--- src/rtl/seq_detect_arb.sv ---
// rtl/seq_detect_arb.sv - two-requester serial pattern detector with shared Moore FSM and arbitration
// Optional feature macro: SEQ_DETECT_ARB_RR_EN (round-robin tie-break; fixed req0 priority when undefined)
module seq_detect_arb (
  input  logic       clk,
  input  logic       reset,
  input  logic       req0_val,
  input  logic       req0_bit,
  input  logic       req0_last,
  output logic       req0_rdy,
  input  logic       req1_val,
  input  logic       req1_bit,
  input  logic       req1_last,
  output logic       req1_rdy,
  output logic       resp_val,
  input  logic       resp_rdy,
  output logic       resp_id,
  output logic [3:0] resp_count,
  output logic       resp_hit,
  output logic [3:0] state,
  output logic       busy
);

  typedef enum logic [1:0] {IDLE, STREAM, RESP} ctrl_t;

  localparam logic [3:0] DET_A = 4'b0001;
  localparam logic [3:0] DET_B = 4'b0010;
  localparam logic [3:0] DET_C = 4'b0100;
  localparam logic [3:0] DET_D = 4'b1000;

  ctrl_t      ctrl;
  ctrl_t      ctrl_nxt;
  logic       owner;
  logic       winner;
  logic [3:0] count;
  logic [3:0] count_inc;
  logic [3:0] det_nxt;
  logic       cur_val;
  logic       cur_bit;
  logic       cur_last;
  logic       accept;
  logic       any_val;

  assign any_val = req0_val | req1_val;

`ifdef SEQ_DETECT_ARB_RR_EN
  // ptr names the requester that wins a tie; 0 after reset so req0 is favoured first
  logic ptr;

  // Tie-break by pointer, otherwise the single valid requester wins
  always_comb begin
    winner = ~req0_val;
    if (req0_val && req1_val) winner = ptr;
  end

  // Hand the tie to the other requester once the current owner's result is consumed
  always_ff @(posedge clk or negedge reset) begin
    if (!reset)                         ptr <= 1'b0;
    else if (ctrl == RESP && resp_rdy)  ptr <= ~owner;
  end
`else
  // Fixed priority: req0 wins whenever it is valid
  always_comb begin
    winner = ~req0_val;
  end
`endif

  // Select the owner's stream lines and decide acceptance
  always_comb begin
    cur_val  = owner ? req1_val  : req0_val;
    cur_bit  = owner ? req1_bit  : req0_bit;
    cur_last = owner ? req1_last : req0_last;
    accept   = (ctrl == STREAM) && cur_val;
  end

  // Detector next state; any non-one-hot value collapses to all-zero
  always_comb begin
    det_nxt = 4'b0000;
    case (state)
      DET_A:   det_nxt = cur_bit ? DET_B : DET_A;
      DET_B:   det_nxt = cur_bit ? DET_B : DET_C;
      DET_C:   det_nxt = cur_bit ? DET_D : DET_A;
      DET_D:   det_nxt = cur_bit ? DET_B : DET_C;
      default: det_nxt = 4'b0000;
    endcase
  end

  // Match counter that saturates at 15
  always_comb begin
    count_inc = count;
    if (det_nxt == DET_D && count != 4'd15) count_inc = count + 4'd1;
  end

  // Controller state register
  always_ff @(posedge clk or negedge reset) begin
    if (!reset) ctrl <= IDLE;
    else        ctrl <= ctrl_nxt;
  end

  // Controller next state and handshake outputs
  always_comb begin
    ctrl_nxt = ctrl;
    req0_rdy = 1'b0;
    req1_rdy = 1'b0;
    resp_val = 1'b0;
    case (ctrl)
      IDLE: begin
        if (any_val) ctrl_nxt = STREAM;
      end
      STREAM: begin
        req0_rdy = ~owner;
        req1_rdy = owner;
        if (accept && cur_last) ctrl_nxt = RESP;
      end
      RESP: begin
        resp_val = 1'b1;
        if (resp_rdy) ctrl_nxt = IDLE;
      end
      default: ctrl_nxt = IDLE;
    endcase
  end

  // Grant latch, detector/count update and result capture
  always_ff @(posedge clk or negedge reset) begin
    if (!reset) begin
      owner      <= 1'b0;
      state      <= DET_A;
      count      <= 4'd0;
      resp_id    <= 1'b0;
      resp_count <= 4'd0;
    end else if (ctrl == IDLE && any_val) begin
      owner <= winner;
      state <= DET_A;
      count <= 4'd0;
    end else if (accept) begin
      state <= det_nxt;
      count <= count_inc;
      if (cur_last) begin
        resp_id    <= owner;
        resp_count <= count_inc;
      end
    end
  end

  assign resp_hit = (resp_count != 4'd0);
  assign busy     = (ctrl != IDLE);

endmodule

--- config.mk ---
export PLATFORM = sky130hd
export DESIGN_NAME = seq_detect_arb
export DESIGN_NICKNAME = d
export VERILOG_FILES = /design/src/rtl/seq_detect_arb.sv
export SDC_FILE = /design/constraint.sdc
export NUM_CORES = 1
export LEC_CHECK = 0
export CAP_MARGIN = 20
export CELL_PAD_IN_SITES_DETAIL_PLACEMENT = 0
export CELL_PAD_IN_SITES_GLOBAL_PLACEMENT = 1
export CORE_MARGIN = 2
export CORE_UTILIZATION = 38
export DETAILED_ROUTE_END_ITERATION = 10
export HOLD_SLACK_MARGIN = 0.05
export PLACE_DENSITY = 0.83
export SYNTH_ARGS = -nofsm -noshare
export SYNTH_HDL_FRONTEND = slang
export SYNTH_SLANG_ARGS = --single-unit
--- constraint.sdc ---
create_clock -name clk -period 4.54 [get_ports clk]
set_input_delay 0.681 -clock clk [delete_from_list [all_inputs] [get_ports clk]]
set_output_delay 0.681 -clock clk [all_outputs]
set_load 0.01 [all_outputs]
==> run_results.csv, run 1 <==
group,metric,value,unit
logic_synthesis,synth_nets,107,
placement,hpwl,1.415,mm
detailed_routing,drt_iter0_markers,21,
logic_synthesis,ys.flop_type,"dfrtp_1",
min_path,hold_path_class,"reg2reg",
power,power_density,520.1,nW/um2
sta,grt_setup_unrepaired,"no",
worst_setup_path,startpoint_type,"flip-flop",
clocking,root_buffer,"clkbuf_4",
finish,nets,130,
logic_synthesis,yosysSeqAreaShare,0.4421,
detailed_routing,drc_errors,0,
floorplanning,initial_core_util,0.4067,
worst_setup_path,crit_path_end_kind,"output pin",
floorplanning,rows,17,
logic_synthesis,yosysTopAreaCellShare,0.4132,
placement,io_buffers,22,
placement,place_congestion,0.8044,
clocking,cts_buffer_depth,2,
sta,worst_slew_pin_slew,0.7496,ns
detailed_routing,viasPerCell,5.395,
sta,tns,0,ns
sta,postLayoutSetupSlackWorst,2.170,ns
power,report.power.total,609.8,uW
finish,stdcell_count,147,
sta,drv_slew,0,
grt,grt_usage,0.1550,
sta,post-route-min-period,2.370,ns
detailed_routing,routed_wl,1.883,mm
sta,worst_hold_slack,0.5579,ns
logic_synthesis,netlist_area,908.4,um2
clocking,clock_latency,0.28,ns
grt,grt_antenna_before_repair,0,
sta,maxSlewHeadroom,0.4987,
clocking,cts_resized,0,
worst_setup_path,path_class,"reg2out",
floorplanning,coreArea,2233,um2
clocking,clkSinkCount,16,
logic_synthesis,syn_inst,97,
grt,grt_pass1_vias,715,
clocking,cts_buffers,3,
logic_synthesis,synth_area_leader_cell,"dfrtp_1",
logic_synthesis,synth_edf_count,0,
logic_synthesis,synth_area_leaders,"dfrtp_1 (41%), nor2_1 (4.5%), mux2i_1 (3.3%)",
flow_run,maxCapViolCount,0,
logic_synthesis,synth_warnings,0,
logic_synthesis,synth_cell_types,36,
clocking,cts-htree-levels,1,
placement,placedCellCount,142,
worst_setup_path,required,3.86,ns
floorplanning,die_h,52.89,um
detailed_routing,postRouteAntennaNets,0,
clocking,cts_hold_buf,0,
finish,antennaDiodeCount,0,
logic_synthesis,synth_most_common_cell,"dfrtp_1",
worst_setup_path,arrival,1.69,ns
sta,hold_viol_final,0,
clocking,cts_setup_buffers,0,
grt,grt_pass1_wl,3.174,mm
detailed_routing,vias,793,
detailed_routing,firstDrtPassIters,4,
floorplanning,boundaryPins,23,
logic_synthesis,synthTopCellsByCount,"dfrtp_1 (15), nor2_1 (11), inv_1 (6), nand3_1 (6), o21ai_0 (5)",
sta,skew,0.005274,ns
outcome,status,"finished clean",
clocking,cts_tree,"done",
logic_synthesis,async_reset_ff_frac,1.000,
placement,dp_slack,1.845,ns
power,leakage,0.4841,nW
worst_setup_path,crit_fanout,3,
logic_synthesis,synth_area_per_cell,9.365,um2
detailed_routing,wl_per_cell,12.81,um
finish,drive_gt1_frac,0.09244,
finish,area_delta_synth_final,29.06,%
sta,setup_viol,0,
sta,fin_crit_sh,0.5220,
sta,max_freq,0.4220,GHz
floorplanning,die_x,52.89,um
power,ir_worst_vdd,0.2834,mV
floorplanning,fp.dieArea,2797,um2
clocking,clk_pin_slew_worst_paths,0.10,ns
grt,grt_max_degree,17,
grt,overflow,0,
logic_synthesis,synth_seq_cells,16,
-- critical path, stage by stage (launching register included) --
cell and delay [ns]:
dfrtp_1 0.41, or4_1 0.51, clkdlybuf4s50_1 0.49
-- metal layers --
metal | share of wire | global-route usage
met5 | 0 | 0
met4 | 0.0085 | 0.06410
met3 | 0.045 | 0.01977
met2 | 0.48 | 0.2583
met1 | 0.46 | 0.2014
-- logic make-up after synthesis --
family / after synthesis / share of synthesized area
buf+inv: 11 / 0.06336
simple gates: 36 / 0.2163
mux: 5 / 0.05785
fa+ha+maj: 1 / 0.01377
xor+xnor: 3 / 0.02893
flops: 16 / 0.4422
compound gates: 25 / 0.1777
-- through the flow --
stage	utilization	cell area, um2
floorplan	-	908.4
global placement	0.5053	1129
detailed placement	0.5053	1129
CTS	0.5216	1165
global route	0.5249	1172
finish	0.5249	1172
-- flip-flops by register name, summed over array words and instances (netlist names) --
register	flops
owner	1
state	4
ctrl	2
resp_count	4
resp_id	1
count	4
-- layout make-up --
cell class,instances,area [um2]
Clock buffer,4,36.28
Fill cell,212,1061
Inverter,6,22.52
Multi-Input combinational cell,70,449.2
Sequential cell,16,401.6
Tap cell,28,35.03
Timing Repair Buffer,23,227.7
-- final timing paths --
check / startpoint / endpoint / slack [ns] / cells after the start
worst max register to register: state[3]$_DFFE_PN0P_ / count[3]$_DFFE_PN0P_ / 2.79 / 4
worst min register to register: resp_count[3]$_DFFE_PN0P_ / resp_count[3]$_DFFE_PN0P_ / 0.56 / 2
min in group asynchronous: reset / resp_count[0]$_DFFE_PN0P_ / 0.83 / 1
worst max-delay path: resp_count[1]$_DFFE_PN0P_ / resp_hit / 2.17 / 2
max in group asynchronous: reset / state[3]$_DFFE_PN0P_ / 3.24 / 1
worst min-delay path: resp_count[3]$_DFFE_PN0P_ / resp_count[3]$_DFFE_PN0P_ / 0.56 / 2
-- power breakdown --
part | switching, mW | internal (mW)
logic | 0.140 | 0.151
registers | 0.0444 | 0.181
clock network | 0.0450 | 0.0488
total | 0.229 | 0.381
-- cells in the final DEF (no fill, tap or decap), types with 2 or more instances in the layout --
cell type,instances
o41ai_1,2
clkbuf_4,4
clkdlybuf4s50_1,22
o22ai_1,2
nand2_1,4
nand3_1,6
a21oi_1,4
o21ai_1,2
or4_1,2
inv_1,6
o21ai_0,5
nor2_1,11
nor4_1,2
xnor2_1,2
a31oi_1,3
dfrtp_1,15
a21o_1,3
nor3_1,2
and3_1,2
mux2i_1,3
mux2_2,2
(Power assumes the default switching activity.)
==> run 2, diff against run 1 <==
Settings changed: CORE_UTILIZATION 38 to 32, PLACE_DENSITY 0.83 to 0.75.
Clock period 4.54 ns to 2.1 ns, I/O delays scaled along.
==> run 2 against run 1 <==
Effect of this change:
- die area increased by 17%
- clock power is 120% higher
- combinational power rose by 120%
- first-iteration DRC count down 48%
- sequential share of layout area shrank 0.75 points
- flip-flop and latch count unchanged
==> run_results.csv, run 2 (synthesis results as in run 1) <==
group,metric,value,unit
outcome,status,"finished clean",
sta,post-route-min-period,1.990,ns
finish,drive_gt1_frac,0.1148,
placement,io_buffers,22,
worst_setup_path,crit_fanout,3,
floorplanning,die_x,57.28,um
grt,grt_max_degree,17,
worst_setup_path,crit_path_end_kind,"output pin",
floorplanning,initial_core_util,0.3323,
worst_setup_path,path_delay_family,"simple AND/OR/NAND/NOR gates",
floorplanning,die_h,57.28,um
power,ir_worst_vdd,0.6176,mV
sta,maxSlewHeadroom,0.5977,
grt,grt_pass1_vias,736,
sta,worst_slew_pin_slew,0.5994,ns
sta,setup_viol,0,
finish,mostFrequentLayoutCells,"clkdlybuf4s50_1 (22), dfrtp_1 (15), nor2_1 (11)",
sta,fin_crit_sh,0.9475,
sta,drv_slew,0,
clocking,clock_latency,0.29,ns
power,seqPwrFrac,0.360,
grt,grt_pass1_wl,3.394,mm
min_path,hold_path_class,"in2async",
sta,hold_viol_final,0,
finish,largestRegisters,"count x4, resp_count x4, state x4",
detailed_routing,viasPerCell,5.248,
power,leakage,0.4990,nW
power,p_comb_frac,0.489,
worst_setup_path,path_class,"reg2out",
sta,skew,0.008870,ns
worst_setup_path,worstPathCellList,"or4_1, clkdlybuf4s50_1",
clocking,cts_tree,"done",
worst_setup_path,critPathBufInv,1,
worst_setup_path,arrival,1.67,ns
power,p_int,847.0,uW
detailed_routing,drc_errors,0,
detailed_routing,wl_met3,72,um
power,power_density,1117,nW/um2
detailed_routing,wl_per_cell,12.69,um
detailed_routing,vias,803,
clocking,cts_buffer_depth,2,
finish,antennaDiodeCount,0,
worst_setup_path,crit_path_max_incr_delay,0.51,ns
clocking,cts-htree-levels,1,
flow_run,maxCapViolCount,0,
grt,grt_usage,0.1341,
placement,hpwl,1.459,mm
detailed_routing,wl_met1,981,um
power,clockPowerShare,0.151,
clocking,clkSinkCount,16,
clocking,cts_hold_buf,0,
finish,nets,133,
clocking,cts_resized,0,
detailed_routing,drt_iter0_markers,11,
clocking,cts_setup_buffers,0,
floorplanning,boundaryPins,23,
detailed_routing,postRouteAntennaNets,0,
floorplanning,rows,19,
clocking,root_buffer,"clkbuf_4",
detailed_routing,routed.top_layer,"met4",
power,p_sw,491.7,uW
floorplanning,fp.dieArea,3281,um2
worst_setup_path,cpMaxStageDelayCell,"or4_1",
clocking,clk_pin_slew_worst_paths,0.10,ns
finish,final_core_util,0.4384,
grt,grt_antenna_before_repair,0,
worst_setup_path,startpoint_type,"flip-flop",
clocking,cts_buffers,3,
worst_setup_path,required,1.78,ns
detailed_routing,routed_wl,1.942,mm
sta,grt_setup_unrepaired,"no",
sta,tns,0,ns
power,p_sw_frac,0.3673,
finish,final_common_cell,"clkdlybuf4s50_1",
detailed_routing,firstDrtPassIters,4,
finish,area_delta_synth_final,31.96,%
placement,place_congestion,0.8363,
floorplanning,coreArea,2734,um2
detailed_routing,dr_wl_met2,851,um
grt,overflow,0,
sta,max_freq,0.5026,GHz
[run 2: per-layer routing]
metal | global-route usage | vias up
met3 | 0.02948 | 4
met4 | 0.04983 | 0
li1 | - | 407
met2 | 0.2003 | 14
met1 | 0.1911 | 378
met5 | 0 | -
[run 2: final cells by class]
cell class | instances | area, um2
clock buffer | 4 | 36.28
sequential | 16 | 401.6
timing repair buffer | 26 | 250.2
fill | 274 | 1535
tap | 31 | 38.79
multi-input combinational | 70 | 449.2
inverter | 6 | 22.52
[run 2: stage by stage]
step | instance area, um2 | hold slack (ns) | instances | power, mW | setup WS, ns
after floorplan | 908.4 | 0.01941 | 97 | 0.8703 | 0.3913
after global placement | 1162 | 0.5401 | 149 | 1.146 | 0.1981
after detailed placement | 1162 | 0.5495 | 149 | 1.150 | 0.1554
after CTS | 1199 | 0.3387 | 153 | 1.358 | 0.08942
after global routing | 1199 | 0.3410 | 153 | 1.456 | 0.003829
final | 1199 | 0.3375 | 153 | 1.339 | 0.1102
[run 2: path summary, 6_finish.rpt]
| path | from | to | slack [ns] | cells after the start |
|---|---|---|---|---|
| worst max register to register | state[3]$_DFFE_PN0P_ | count[3]$_DFFE_PN0P_ | 0.36 | 4 |
| worst min-delay path | reset | resp_count[3]$_DFFE_PN0P_ | 0.34 | 2 |
| worst min register to register | resp_count[2]$_DFFE_PN0P_ | resp_count[2]$_DFFE_PN0P_ | 0.56 | 2 |
| max in group asynchronous | reset | state[0]$_DFFE_PN1P_ | 1.51 | 2 |
| worst max-delay path | resp_count[1]$_DFFE_PN0P_ | resp_hit | 0.11 | 2 |
| min in group clk | resp_count[2]$_DFFE_PN0P_ | resp_count[2]$_DFFE_PN0P_ | 0.56 | 2 |
[run 2: worst register-to-register path, cell delays in order (launching register included)]
cell and delay, ns:
dfrtp_1 0.49, or4b_1 0.60, nor3_2 0.25, nand4_1 0.12
and3_1 0.19
[run 2: power groups by stage]
stage	logic, mW	clock network [mW]	registers, mW
after floorplan	0.401	0	0.469
after global placement	0.658	0	0.488
after CTS	0.662	0.211	0.485
after global routing	0.727	0.227	0.502
after detailed placement	0.659	0	0.492
final	0.654	0.203	0.482
==> run 3, diff against run 2 <==
Settings changed: CELL_PAD_IN_SITES_DETAIL_PLACEMENT 0 to not set, CELL_PAD_IN_SITES_GLOBAL_PLACEMENT 1 to not set, CORE_UTILIZATION 32 to 43, RECOVER_POWER set to 100.
==> run 3 against run 2 <==
Effect of this change:
- critical path depth is the same
- hold slack gained 0.18 ns
- non-clock buffer count is the same
- critical path type unchanged
- largest cell class unchanged
==> run_results.csv, run 3 (synthesis results as in run 1) <==
group,metric,value,unit
detailed_routing,postRouteAntennaNets,0,
sta,hold_viol_final,0,
finish,drive_gt1_frac,0.06557,
grt,grt_pass1_wl,3.491,mm
clocking,cts_setup_buffers,0,
detailed_routing,drc_errors,0,
placement,hpwl,1.498,mm
worst_setup_path,required,1.78,ns
grt,grt_max_degree,17,
placement,place_congestion,0.7730,
min_path,hold_path_class,"in2async",
grt,grt_antenna_before_repair,0,
sta,worst_slew_pin_slew,0.7329,ns
worst_setup_path,crit_path_end_kind,"output pin",
detailed_routing,vias,838,
power,power_density,1116,nW/um2
placement,place_area,1157,um2
outcome,status,"finished clean",
sta,max_freq,0.4988,GHz
sta,worst_hold_slack,0.5191,ns
sta,skew,0.001135,ns
clocking,clkSinkCount,16,
grt,grt_pass1_vias,839,
clocking,cts_hold_buf,0,
worst_setup_path,arrival,1.69,ns
finish,area_delta_synth_final,29.34,%
detailed_routing,drt_iter0_markers,8,
detailed_routing,routed_wl,1.988,mm
finish,fill_cells,176,
detailed_routing,wl_per_cell,13.34,um
worst_setup_path,r2r-start,"state[3]$_DFFE_PN0P_",
clocking,root_buffer,"clkbuf_4",
sta,setup_viol,0,
floorplanning,die_h,49.96,um
power,leakage,0.5120,nW
clocking,cts_resized,0,
finish,largestRegisters,"count x4, resp_count x4, state x4",
worst_setup_path,crit_end,"resp_hit",
sta,tns,0,ns
worst_setup_path,worstReg2RegEnd,"count[1]$_DFFE_PN0P_",
finish,nets,133,
floorplanning,rows,16,
clocking,clock_latency,0.29,ns
worst_setup_path,path_class,"reg2out",
clocking,clk_pin_slew_worst_paths,0.10,ns
floorplanning,die_x,49.96,um
finish,final_common_cell,"dfrtp_1",
worst_setup_path,worstPathCellList,"or4_1, clkdlybuf4s50_1",
finish,fin_area,1175,um2
floorplanning,boundaryPins,23,
sta,grt_setup_unrepaired,"no",
clocking,cts-htree-levels,1,
worst_setup_path,crit_start,"resp_count[1]$_DFFE_PN0P_",
clocking,cts_tree,"done",
flow_run,maxCapViolCount,0,
sta,post-route-min-period,2.005,ns
sta,fin_crit_sh,0.9547,
worst_setup_path,reg2reg_depth,4,
floorplanning,coreArea,1982,um2
detailed_routing,firstDrtPassIters,4,
finish,mostFrequentLayoutCells,"dfrtp_1 (15), dlygate4sd3_1 (13), nor2_1 (11)",
worst_setup_path,cpMaxStageDelayCell,"or4_1",
clocking,cts_buffers,3,
grt,overflow,0,
sta,drv_slew,0,
power,ir_worst_vdd,0.7904,mV
worst_setup_path,rrSetupSlack,0.25,ns
worst_setup_path,crit_fanout,3,
worst_setup_path,startpoint_type,"flip-flop",
detailed_routing,viasPerCell,5.624,
placement,io_buffers,22,
worst_setup_path,crit_path_max_incr_delay,0.52,ns
floorplanning,fp.dieArea,2496,um2
clocking,cts_buffer_depth,2,
finish,antennaDiodeCount,0,
sta,maxSlewHeadroom,0.5098,
floorplanning,initial_core_util,0.4583,
grt,grt_usage,0.1847,
[run 3: cell count changes in the layout (fill, tap and decap cells not counted), moves of 2 or more]
cell             delta
buf_4               -2
clkbuf_1            +2
dlygate4sd3_1      +13
clkdlybuf4s50_1    -13
[run 3: routing by layer]
metal / wire, um / share of wire / vias up / global-route usage
li1: - / - / 411 / -
met4: 50 / 0.025 / 0 / 0.1204
met5: 0 / 0 / - / 0
met1: 920 / 0.46 / 406 / 0.2265
met3: 61 / 0.031 / 4 / 0.03030
met2: 957 / 0.48 / 17 / 0.2978
[run 3: worst max-delay path, delay by kind of cell (launching register included)]
family	cells	cell delay [ns]
AND/OR/NAND/NOR	1	0.52
buffers and inverters	1	0.49
flip-flops	1	0.40
[run 3: through the flow]
step           setup WS [ns]    util  std cells  power (mW)
4_1_cts              0.06728  0.6023        149       1.380
3_5_place_dp          0.1876  0.5840        145       1.167
5_1_grt             0.008213  0.5928        149       1.408
3_3_place_gp          0.2603  0.5840        145       1.150
6_report             0.09522  0.5928        149       1.312
2_1_floorplan         0.3913       -         97      0.8703
[run 3: report_power, final]
part | internal [mW] | total [mW] | switching (mW)
clock | 0.106 | 0.208 | 0.102
sequential | 0.388 | 0.481 | 0.0931
combinational | 0.315 | 0.623 | 0.308
total | 0.808 | 1.31 | 0.503
[run 3: area by class of cell]
cell class	instances	area [um2]	share of cell area
Multi-Input combinational cell	70	437.9	0.3727
Sequential cell	16	401.6	0.3419
Timing Repair Buffer	26	242.7	0.2066
Clock buffer	4	36.28	0.03088
Tap cell	27	33.78	0.02875
Inverter	6	22.52	0.01917
[run 3: how the worst min path moves through the flow]
stage	start	to	slack, ns	cells past startpoint
after floorplan	reset	count[0]$_DFFE_PN0P_	0.02	0
after detailed placement	count[1]$_DFFE_PN0P_	count[1]$_DFFE_PN0P_	0.54	1
final	reset	resp_id$_DFFE_PN0P_	0.52	1
after global routing	reset	count[3]$_DFFE_PN0P_	0.57	1
after CTS	reset	count[3]$_DFFE_PN0P_	0.47	1
after global placement	resp_id$_DFFE_PN0P_	resp_id$_DFFE_PN0P_	0.53	2
